`config.mk`:
```
export PLATFORM = sky130hd
export DESIGN_NAME = mel_filterbank
export DESIGN_NICKNAME = d
export VERILOG_FILES = /design/src/rtl/mel_filterbank_pkg.sv /design/src/rtl/mel_coef_rom.sv /design/src/rtl/mel_filterbank.sv
export SDC_FILE = /design/constraint.sdc
export NUM_CORES = 1
export LEC_CHECK = 0
export CORE_ASPECT_RATIO = 0.5
export CORE_MARGIN = 4
export CORE_UTILIZATION = 30
export CTS_CLUSTER_DIAMETER = 100
export DETAILED_ROUTE_END_ITERATION = 7
export PLACE_DENSITY = 0.42
export REMOVE_ABC_BUFFERS = 1
export SLEW_MARGIN = 20
export SYNTH_ARGS = -nofsm -noshare
export SYNTH_HDL_FRONTEND = slang
export SYNTH_HIERARCHICAL = 1
export SYNTH_SLANG_ARGS = --single-unit
```
`constraint.sdc`:
```
create_clock -name clk_i -period 7.2 [get_ports clk_i]
set_input_delay 1.8 -clock clk_i [delete_from_list [all_inputs] [get_ports clk_i]]
set_output_delay 1.8 -clock clk_i [all_outputs]
set_load 0.05 [all_outputs]
```
`src/rtl/mel_filterbank_pkg.sv`:
```
// rtl/mel_filterbank_pkg.sv - shared widths, band/weight table and output saturation for the mel filterbank
package mel_filterbank_pkg;

    localparam int I_BW     = 32;
    localparam int O_BW     = 32;
    localparam int NUM_BINS = 256;
    localparam int NUM_FILT = 32;
    localparam int W_BW     = 9;
    localparam int ACC_BW   = 49;

    localparam int BIN_BW = $clog2(NUM_BINS);
    localparam int K_BW   = $clog2(NUM_FILT + 1);
    localparam int P_BW   = I_BW + W_BW;

    // Table layout: bins 0..3 sit below filter 0, bands 1..31 are 8 bins wide
    // with weights 32..256, bins 252..255 belong wholly to band NUM_FILT.
    localparam int LO_EDGE = 4;
    localparam int HI_EDGE = 252;

    typedef struct packed {
        logic [K_BW-1:0] k;
        logic [W_BW-1:0] w;
    } coef_t;

    function automatic coef_t coef_lookup(input logic [BIN_BW-1:0] bin);
        coef_t             c;
        logic [BIN_BW-1:0] off;
        logic [3:0]        pos;
        c   = '0;
        off = bin - BIN_BW'(LO_EDGE);
        pos = {1'b0, off[2:0]} + 4'd1;
        if (bin >= BIN_BW'(HI_EDGE)) begin
            c.k = K_BW'(NUM_FILT);
            c.w = W_BW'(256);
        end else if (bin >= BIN_BW'(LO_EDGE)) begin
            c.k = K_BW'(off >> 3) + K_BW'(1);
            c.w = {pos, 5'b0};
        end
        return c;
    endfunction

    function automatic logic [O_BW-1:0] sat_out(input logic [ACC_BW-1:0] acc);
        logic [ACC_BW-9:0] sh;
        sh = acc[ACC_BW-1:8];
        if (|sh[ACC_BW-9:O_BW]) return '1;
        return sh[O_BW-1:0];
    endfunction

endpackage

```
`src/rtl/mel_coef_rom.sv`:
```
// rtl/mel_coef_rom.sv - combinational bin to {band, weight} lookup
module mel_coef_rom
    import mel_filterbank_pkg::*;
(
    input  logic [BIN_BW-1:0] bin,
    output logic [K_BW-1:0]   k,
    output logic [W_BW-1:0]   w
);

    coef_t c;

    assign c = coef_lookup(bin);
    assign k = c.k;
    assign w = c.w;

endmodule

```
`src/rtl/mel_filterbank.sv`:
```
// rtl/mel_filterbank.sv - streaming triangular mel filterbank with two-register sliding accumulator
module mel_filterbank
    import mel_filterbank_pkg::*;
(
    input  logic            clk_i,
    input  logic            rst_i,
    input  logic            en_i,
    input  logic [I_BW-1:0] data_i,
    input  logic            valid_i,
    input  logic            last_i,
    output logic [O_BW-1:0] data_o,
    output logic            valid_o,
    output logic            last_o
);

    logic rst;
    assign rst = rst_i | ~en_i;

    logic [BIN_BW-1:0] bin_q;
    logic [K_BW-1:0]   rom_k;
    logic [W_BW-1:0]   rom_w;

    mel_coef_rom u_rom (
        .bin (bin_q),
        .k   (rom_k),
        .w   (rom_w)
    );

    logic [I_BW-1:0] s0_data;
    logic [K_BW-1:0] s0_k;
    logic [W_BW-1:0] s0_w;
    logic            s0_valid, s0_last;

    always_ff @(posedge clk_i) begin
        if (rst) begin
            bin_q    <= '0;
            s0_data  <= '0;
            s0_k     <= '0;
            s0_w     <= '0;
            s0_valid <= 1'b0;
            s0_last  <= 1'b0;
        end else begin
            s0_valid <= valid_i;
            s0_last  <= valid_i & last_i;
            if (valid_i) begin
                s0_data <= data_i;
                s0_k    <= rom_k;
                s0_w    <= rom_w;
                if (last_i || bin_q == BIN_BW'(NUM_BINS - 1))
                    bin_q <= '0;
                else
                    bin_q <= bin_q + BIN_BW'(1);
            end
        end
    end

    logic [P_BW-1:0] s1_p_hi, s1_p_lo;
    logic [K_BW-1:0] s1_k;
    logic            s1_valid, s1_last;

    always_ff @(posedge clk_i) begin
        if (rst) begin
            s1_p_hi  <= '0;
            s1_p_lo  <= '0;
            s1_k     <= '0;
            s1_valid <= 1'b0;
            s1_last  <= 1'b0;
        end else begin
            s1_valid <= s0_valid;
            s1_last  <= s0_last;
            if (s0_valid) begin
                s1_p_hi <= P_BW'(s0_data) * P_BW'(s0_w);
                s1_p_lo <= P_BW'(s0_data) * P_BW'(W_BW'(256) - s0_w);
                s1_k    <= s0_k;
            end
        end
    end

    logic [ACC_BW-1:0] acc_hi, acc_lo, acc_hi_n, acc_lo_n, flush_q;
    logic [K_BW-1:0]   k_prev;
    logic              flush_pend, step, emit;

    // acc_hi tracks filter k_prev, acc_lo tracks filter k_prev-1; a band step retires acc_lo.
    always_comb begin
        step = s1_valid && (s1_k != k_prev);
        emit = step && (k_prev != '0);
        if (step) begin
            acc_lo_n = acc_hi + ACC_BW'(s1_p_lo);
            acc_hi_n = ACC_BW'(s1_p_hi);
        end else begin
            acc_lo_n = acc_lo + ACC_BW'(s1_p_lo);
            acc_hi_n = acc_hi + ACC_BW'(s1_p_hi);
        end
    end

    always_ff @(posedge clk_i) begin
        if (rst) begin
            acc_hi     <= '0;
            acc_lo     <= '0;
            k_prev     <= '0;
            flush_q    <= '0;
            flush_pend <= 1'b0;
            data_o     <= '0;
            valid_o    <= 1'b0;
            last_o     <= 1'b0;
        end else begin
            data_o     <= '0;
            valid_o    <= 1'b0;
            last_o     <= 1'b0;
            flush_pend <= 1'b0;
            if (flush_pend) begin
                data_o  <= sat_out(flush_q);
                valid_o <= 1'b1;
                last_o  <= 1'b1;
            end else if (emit) begin
                data_o  <= sat_out(acc_lo);
                valid_o <= 1'b1;
            end
            if (s1_valid) begin
                if (s1_last) begin
                    flush_q    <= acc_lo_n;
                    flush_pend <= 1'b1;
                    acc_hi     <= '0;
                    acc_lo     <= '0;
                    k_prev     <= '0;
                end else begin
                    acc_hi <= acc_hi_n;
                    acc_lo <= acc_lo_n;
                    k_prev <= s1_k;
                end
            end
        end
    end

endmodule

```
---- Word level (Yosys, flattened, before mapping) ----
Index checks and enable logic that the tools add are counted.
cells by class
  $lt $le $gt $ge ......................... 2
  reductions and logical operators ........ 8
  shifts and indexed selects .............. 0
  multiplexer cells ....................... 25
  bitwise operators ....................... 4
  eq/ne operators ......................... 2
  $add $sub $neg .......................... 8
  divide/modulo/power cells ............... 0
  multipliers ............................. 2
operators by type and width
  kind                                                                    number
  49-bit 2-to-1 mux                                                       4
  32-bit 2-to-1 mux                                                       6
  49-bit by 41-bit adder with 49-bit output                               3
  32-bit by 9-bit multiplier with 41-bit output                           1
  33-bit by 10-bit multiplier with 41-bit output                          1
  15-bit 2-to-1 mux                                                       2
  9-bit OR reduction                                                      2
  1-bit 2-to-1 mux                                                        11
  9-bit by 9-bit subtractor with 10-bit output (first input constant)     1
  8-bit by 1-bit adder with 8-bit output (second input constant)          1
  8-bit equality test (second input constant)                             1
  8-bit by 3-bit >= comparator with 1-bit output (second input constant)  1
  8-bit >= comparator (second input constant)                             1
  8-bit 2-to-1 mux                                                        1
  8-bit by 3-bit subtractor with 8-bit output (second input constant)     1
  5-bit by 1-bit adder with 6-bit output (second input constant)          1
  6-bit 2-to-1 mux                                                        1
  6-bit != test                                                           1
  6-bit nonzero test                                                      1
  3-bit by 1-bit adder with 4-bit output (second input constant)          1
  1-bit logical AND                                                       2
  1-bit inverter                                                          2
  2-bit AND reduction                                                     1
  2-bit OR reduction                                                      1
  other kinds (3)                                                         3
storage, ports and cells
  bits in read-only memories .............. 0
  logic and storage cells ................. 70
  memories ................................ 0
  latch bits .............................. 0
  flip-flop bits (word level) ............. 335
  bits of input ports ..................... 37
  RAM bits ................................ 0

---- Logic depth before layout (Yosys ltp) ----
  depth after elaboration ................. 9
  depth in mapped cells ................... 29

---- By module ----
The synthesis kept the hierarchy.
by module, submodules not included
  module          area an instance (µm²)  seq. area each (µm²)  times used  cells each
  mel_filterbank  36068.3                 6526.3                1           4418
  mel_coef_rom    461.7                   0.0                   1           63

---- Worst setup path before layout ----
OpenSTA, ideal clock, no wires.
  path type ............................... reg-to-reg
  start ................................... reg s0_w[0]
  end ..................................... reg s1_p_lo[29]
  path slack .............................. 419 ps
  stages on the path, launching flop included .. 27
  data arrival time ....................... 6654 ps
  setup time .............................. 128 ps
  clock period less this slack ............ 6781 ps
  path through ............................ dfxtp_1 -> clkbuf_1 -> clkbuf_1 -> inv_1 -> ha_1 -> xnor2_1 -> clkbuf_1 -> nand2_1 -> fa_1 -> inv_1 -> fa_1 -> inv_1 -> fa_1 -> inv_1 -> fa_1 -> fa_1 -> ha_1 -> o21a_1 -> o21a_1 -> a21oi_1 -> o211ai_1 -> and2_1 -> or3_1 -> a221o_1 -> xor2_1 -> mux2i_1 -> nor2_1
on the way
  cells in the longest elaborated chain, start to end .. 2
RTL lines
  item                                            line                  RTL
  start: declaration                              mel_filterbank.sv:31  logic [W_BW-1:0] s0_w;
  start signal: assignment                        mel_filterbank.sv:48  s0_w <= rom_w;
  9-bit by 9-bit subtractor with 10-bit output    mel_filterbank.sv:73  s1_p_lo <= P_BW'(s0_data) * P_BW'(W_BW'(256) - s0_w);
  33-bit by 10-bit multiplier with 41-bit output  mel_filterbank.sv:73
  end signal: assignment                          mel_filterbank.sv:73
  end: declaration                                mel_filterbank.sv:57  logic [P_BW-1:0] s1_p_hi, s1_p_lo;
Every way passes these cells.
A chain may end at the register's enable or synchronous reset.

---- Worst setup path after layout ----
  start ................................... reg s0_w[1]
  end ..................................... reg s1_p_lo[29]
Same word-level chain as after synthesis.

==> flow_summary.yaml <==
run_status:
  status: "finished, final reports clean"
power:
  power_density_nw_per_um2: 114
  power_switching_share_pct: 29.2
  combPwrFrac_pct: 13.3
  p_int_mw: 3.26
  pwr-share-seq_pct: 40.1
  p_leak_nw: 18.4
  vdd_drop_max_v: 0.000135
  clockPowerShare_pct: 46.6
  p_switching_mw: 1.35
  p_total_mw: 4.60
yosys:
  yosys_most_used_dff: "dfxtp_1"
  synth-seq-cells: 326
  synth.area.top_cells: "fa_1 (25%), dfxtp_1 (18%), ha_1 (8.6%)"
  synth_edf_count: 0
  ys.warnings.count: 6
  netlist_top_cells_count: "nand2_1 (686), inv_1 (573), fa_1 (452), nor2_1 (382), dfxtp_1 (326)"
  ys_seq_area_share_pct: 17.9
  yosys.area.top_type_share_pct: 24.8
  syn_area_um2: 36500
  netlist-cell-type-count: 88
  ys_async_sr_fraction_pct: 0
  syn_avg_cell_area_um2: 8.15
  yosysMostFrequentCell: "nand2_1"
  syn_inst: 4481
  synth_largest_area_cell: "fa_1"
routing:
  ant_nets: 0
  routed_wl_um: 118000
  vias: 29740
  first_pass_iters: 6
  dr.first_iter.drc_count: 2032
  via_per_inst: 4.92
  detail_route.wl_per_cell_um: 19.5
  remaining_drc_errors: 0
cts:
  hold_buffers: 0
  cts_made_buffers: 40
  cts.clk_slew.worst_paths_ns: 0.06
  cts_root_buffer: "clkbuf_16"
  cts_tree: "yes"
  cts.sinks: 326
  cts_htree_levels: 2
  cts_buffer_depth: 3
  clock_latency_ns: 0.62
final_layout:
  drive_gt1_share_pct: 5.16
  layout.nets: 5152
  multi_input_area_um2: 26900
  num-fill-cells: 12711
  n_antenna_cell: 0
  regArea_um2: 6530
  final_area_um2: 40400
  fin_cells: 6049
  area_growth_pct: 10.6
sta:
  min_period_over_period_pct: 95.3
  hold_viol_final: 0
  slew_headroom_pct: 28.2
  finalSetupViolations: 0
  clock_skew_ns: 0.0322
  rsz0062_at_grt: "no"
  holdWs_ns: 0.437
  fin_ws_ns: 0.341
  worstMarginPinSlew_ns: 1.08
  fmax_mhz: 146
  slew_violations: 0
  finalCriticalPeriod_ns: 6.86
placed_design:
  post-place-ws_ns: 0.266
  dp.cells: 5976
  placed_area_um2: 39000
  place_hpwl_um: 90700
  port_buffers: 70
  gp_congestion: 0.866
setup_path:
  worstPathRequired_ns: 7.67
  crit_type: "reg -> reg"
  crit_arrival_ns: 7.33
  r2r_cells: 25
  endpoint_kind: "flop"
  cp_max_fo: 26
  cp-start-kind: "flop"
worst_hold_path:
  min_path_cells: 1
  hold_class: "reg -> reg"
grt:
  grtUsageTotal_pct: 18.5
  grt-ovfl-total: 0
  grt_pass1_wl_um: 185000
  grt_max_degree: 124
  antenna_found_initial: 2
  grt_pass1_vias: 30199
floorplan:
  die_w_um: 501
  io_pins: 71
  dieHeight_um: 255
  start_util_pct: 30.3
  core_area_um2: 121000
  rows: 90
  die_area_um2: 128000
job:
  max-cap-violations: 0
[power groups by stage]
| stage | combinational (mW) | sequential (mW) | clock (mW) |
|---|---|---|---|
| 2_1_floorplan | 0.335 | 1.89 | 0 |
| 3_3_place_gp | 0.604 | 1.89 | 0 |
| 3_5_place_dp | 0.611 | 1.89 | 0 |
| 4_1_cts | 0.612 | 1.85 | 2.23 |
| 5_1_grt | 0.684 | 1.85 | 2.29 |
| 6_report | 0.611 | 1.85 | 2.15 |
[final cells by class]
class	count	share of cell area, %
multi-input cells	3308	66.7
repair buffers	161	3.48
clock buffers	54	2.83
well taps	1610	4.99
flip-flops and latches	326	16.2
inverters	574	5.33
clock inverters	16	0.505
[registers in the layout, indices dropped and copies added (netlist names)]
name,flops
s0_last,1
acc_lo,49
flush_q,41
s1_valid,1
s0_w,9
s1_last,1
s1_p_lo,40
bin_q,8
valid_o,1
flush_pend,1
s0_k,6
s0_data,32
k_prev,6
s0_valid,1
last_o,1
s1_p_hi,41
data_o,32
acc_hi,49
s1_k,6
[stage by stage]
stage          utilization, %  TNS, ns
6_report                 33.5        0
5_1_grt                  33.5        0
4_1_cts                  33.4        0
3_5_place_dp             32.3        0
3_3_place_gp             32.3        0
2_1_floorplan               -   -91.72
[final timing paths]
check / to / from / slack (ns)
max: s1_p_lo[29]$_SDFFE_PP0P_ / s0_w[1]$_SDFFE_PP0P_ / 0.34
min: s1_last$_SDFF_PP0_ / s0_last$_SDFF_PP0_ / 0.44
max reg2reg: s1_p_lo[29]$_SDFFE_PP0P_ / s0_w[1]$_SDFFE_PP0P_ / 0.34
min reg2reg: s1_last$_SDFF_PP0_ / s0_last$_SDFF_PP0_ / 0.44
[cells in the final DEF (no fill, tap or decap), drive strengths merged, types with 21 or more instances in the layout]
cell	instances
a211oi	25
a21o	83
a21oi	210
a22oi	47
a31oi	29
and2	216
and3	29
buf	92
clkbuf	54
clkdlybuf4s50	69
dfxtp	326
fa	452
ha	252
inv	576
mux2i	106
nand2	686
nand2b	23
nand3	63
nand4	39
nor2	382
nor2b	21
nor3	38
o211ai	21
o21a	24
o21ai	158
o21bai	24
o22ai	45
xnor2	104
xor2	54
[worst max-delay path, stage by stage (launching register included)]
cell and delay (ns):
dfxtp_1 0.44, inv_1 0.07, ha_1 0.26, nand2_1 0.13
xor2_2 0.22, buf_4 0.36, nand2_1 0.13, fa_1 0.56
inv_1 0.05, fa_1 0.55, fa_1 0.43, fa_1 0.49
inv_1 0.05, fa_1 0.50, inv_1 0.05, ha_1 0.36
a21o_1 0.25, o21bai_1 0.20, a31oi_1 0.18, o211ai_1 0.14
and2_1 0.18, or3_1 0.39, a221o_1 0.38, xor2_1 0.15
mux2i_1 0.13, nor2_1 0.05
[routing by layer]
layer | vias to the layer above | wire [um] | part of all wire [%] | GRT usage [%]
met4 | 0 | 1750 | 1.5 | 3.00
met3 | 106 | 6440 | 5.5 | 3.06
li1 | 14349 | - | - | -
met5 | - | 0 | 0 | 0
met2 | 615 | 46600 | 39 | 26.7
met1 | 14670 | 63300 | 54 | 29.0
[cells by family (layout without fill, tap and decap cells)]
group / Yosys count / in the layout / synth area share [%]
compound gates: 773 / 773 / 13.9
xor+xnor: 158 / 158 / 3.79
fa+ha+maj: 704 / 704 / 33.4
buf+inv: 851 / 805 / 8.88
flops: 326 / 326 / 17.9
mux: 108 / 108 / 2.97
other cells: 1 / 5 / 0.0103
simple gates: 1560 / 1560 / 19.2
[what timing repair did]
| action | in CTS | in global routing |
|---|---|---|
| resized for setup | 0 | 8 |
| setup endpoints to repair | 0 | 9 |
| setup buffers | 0 | 3 |
Power figures use the tool's default switching activity.
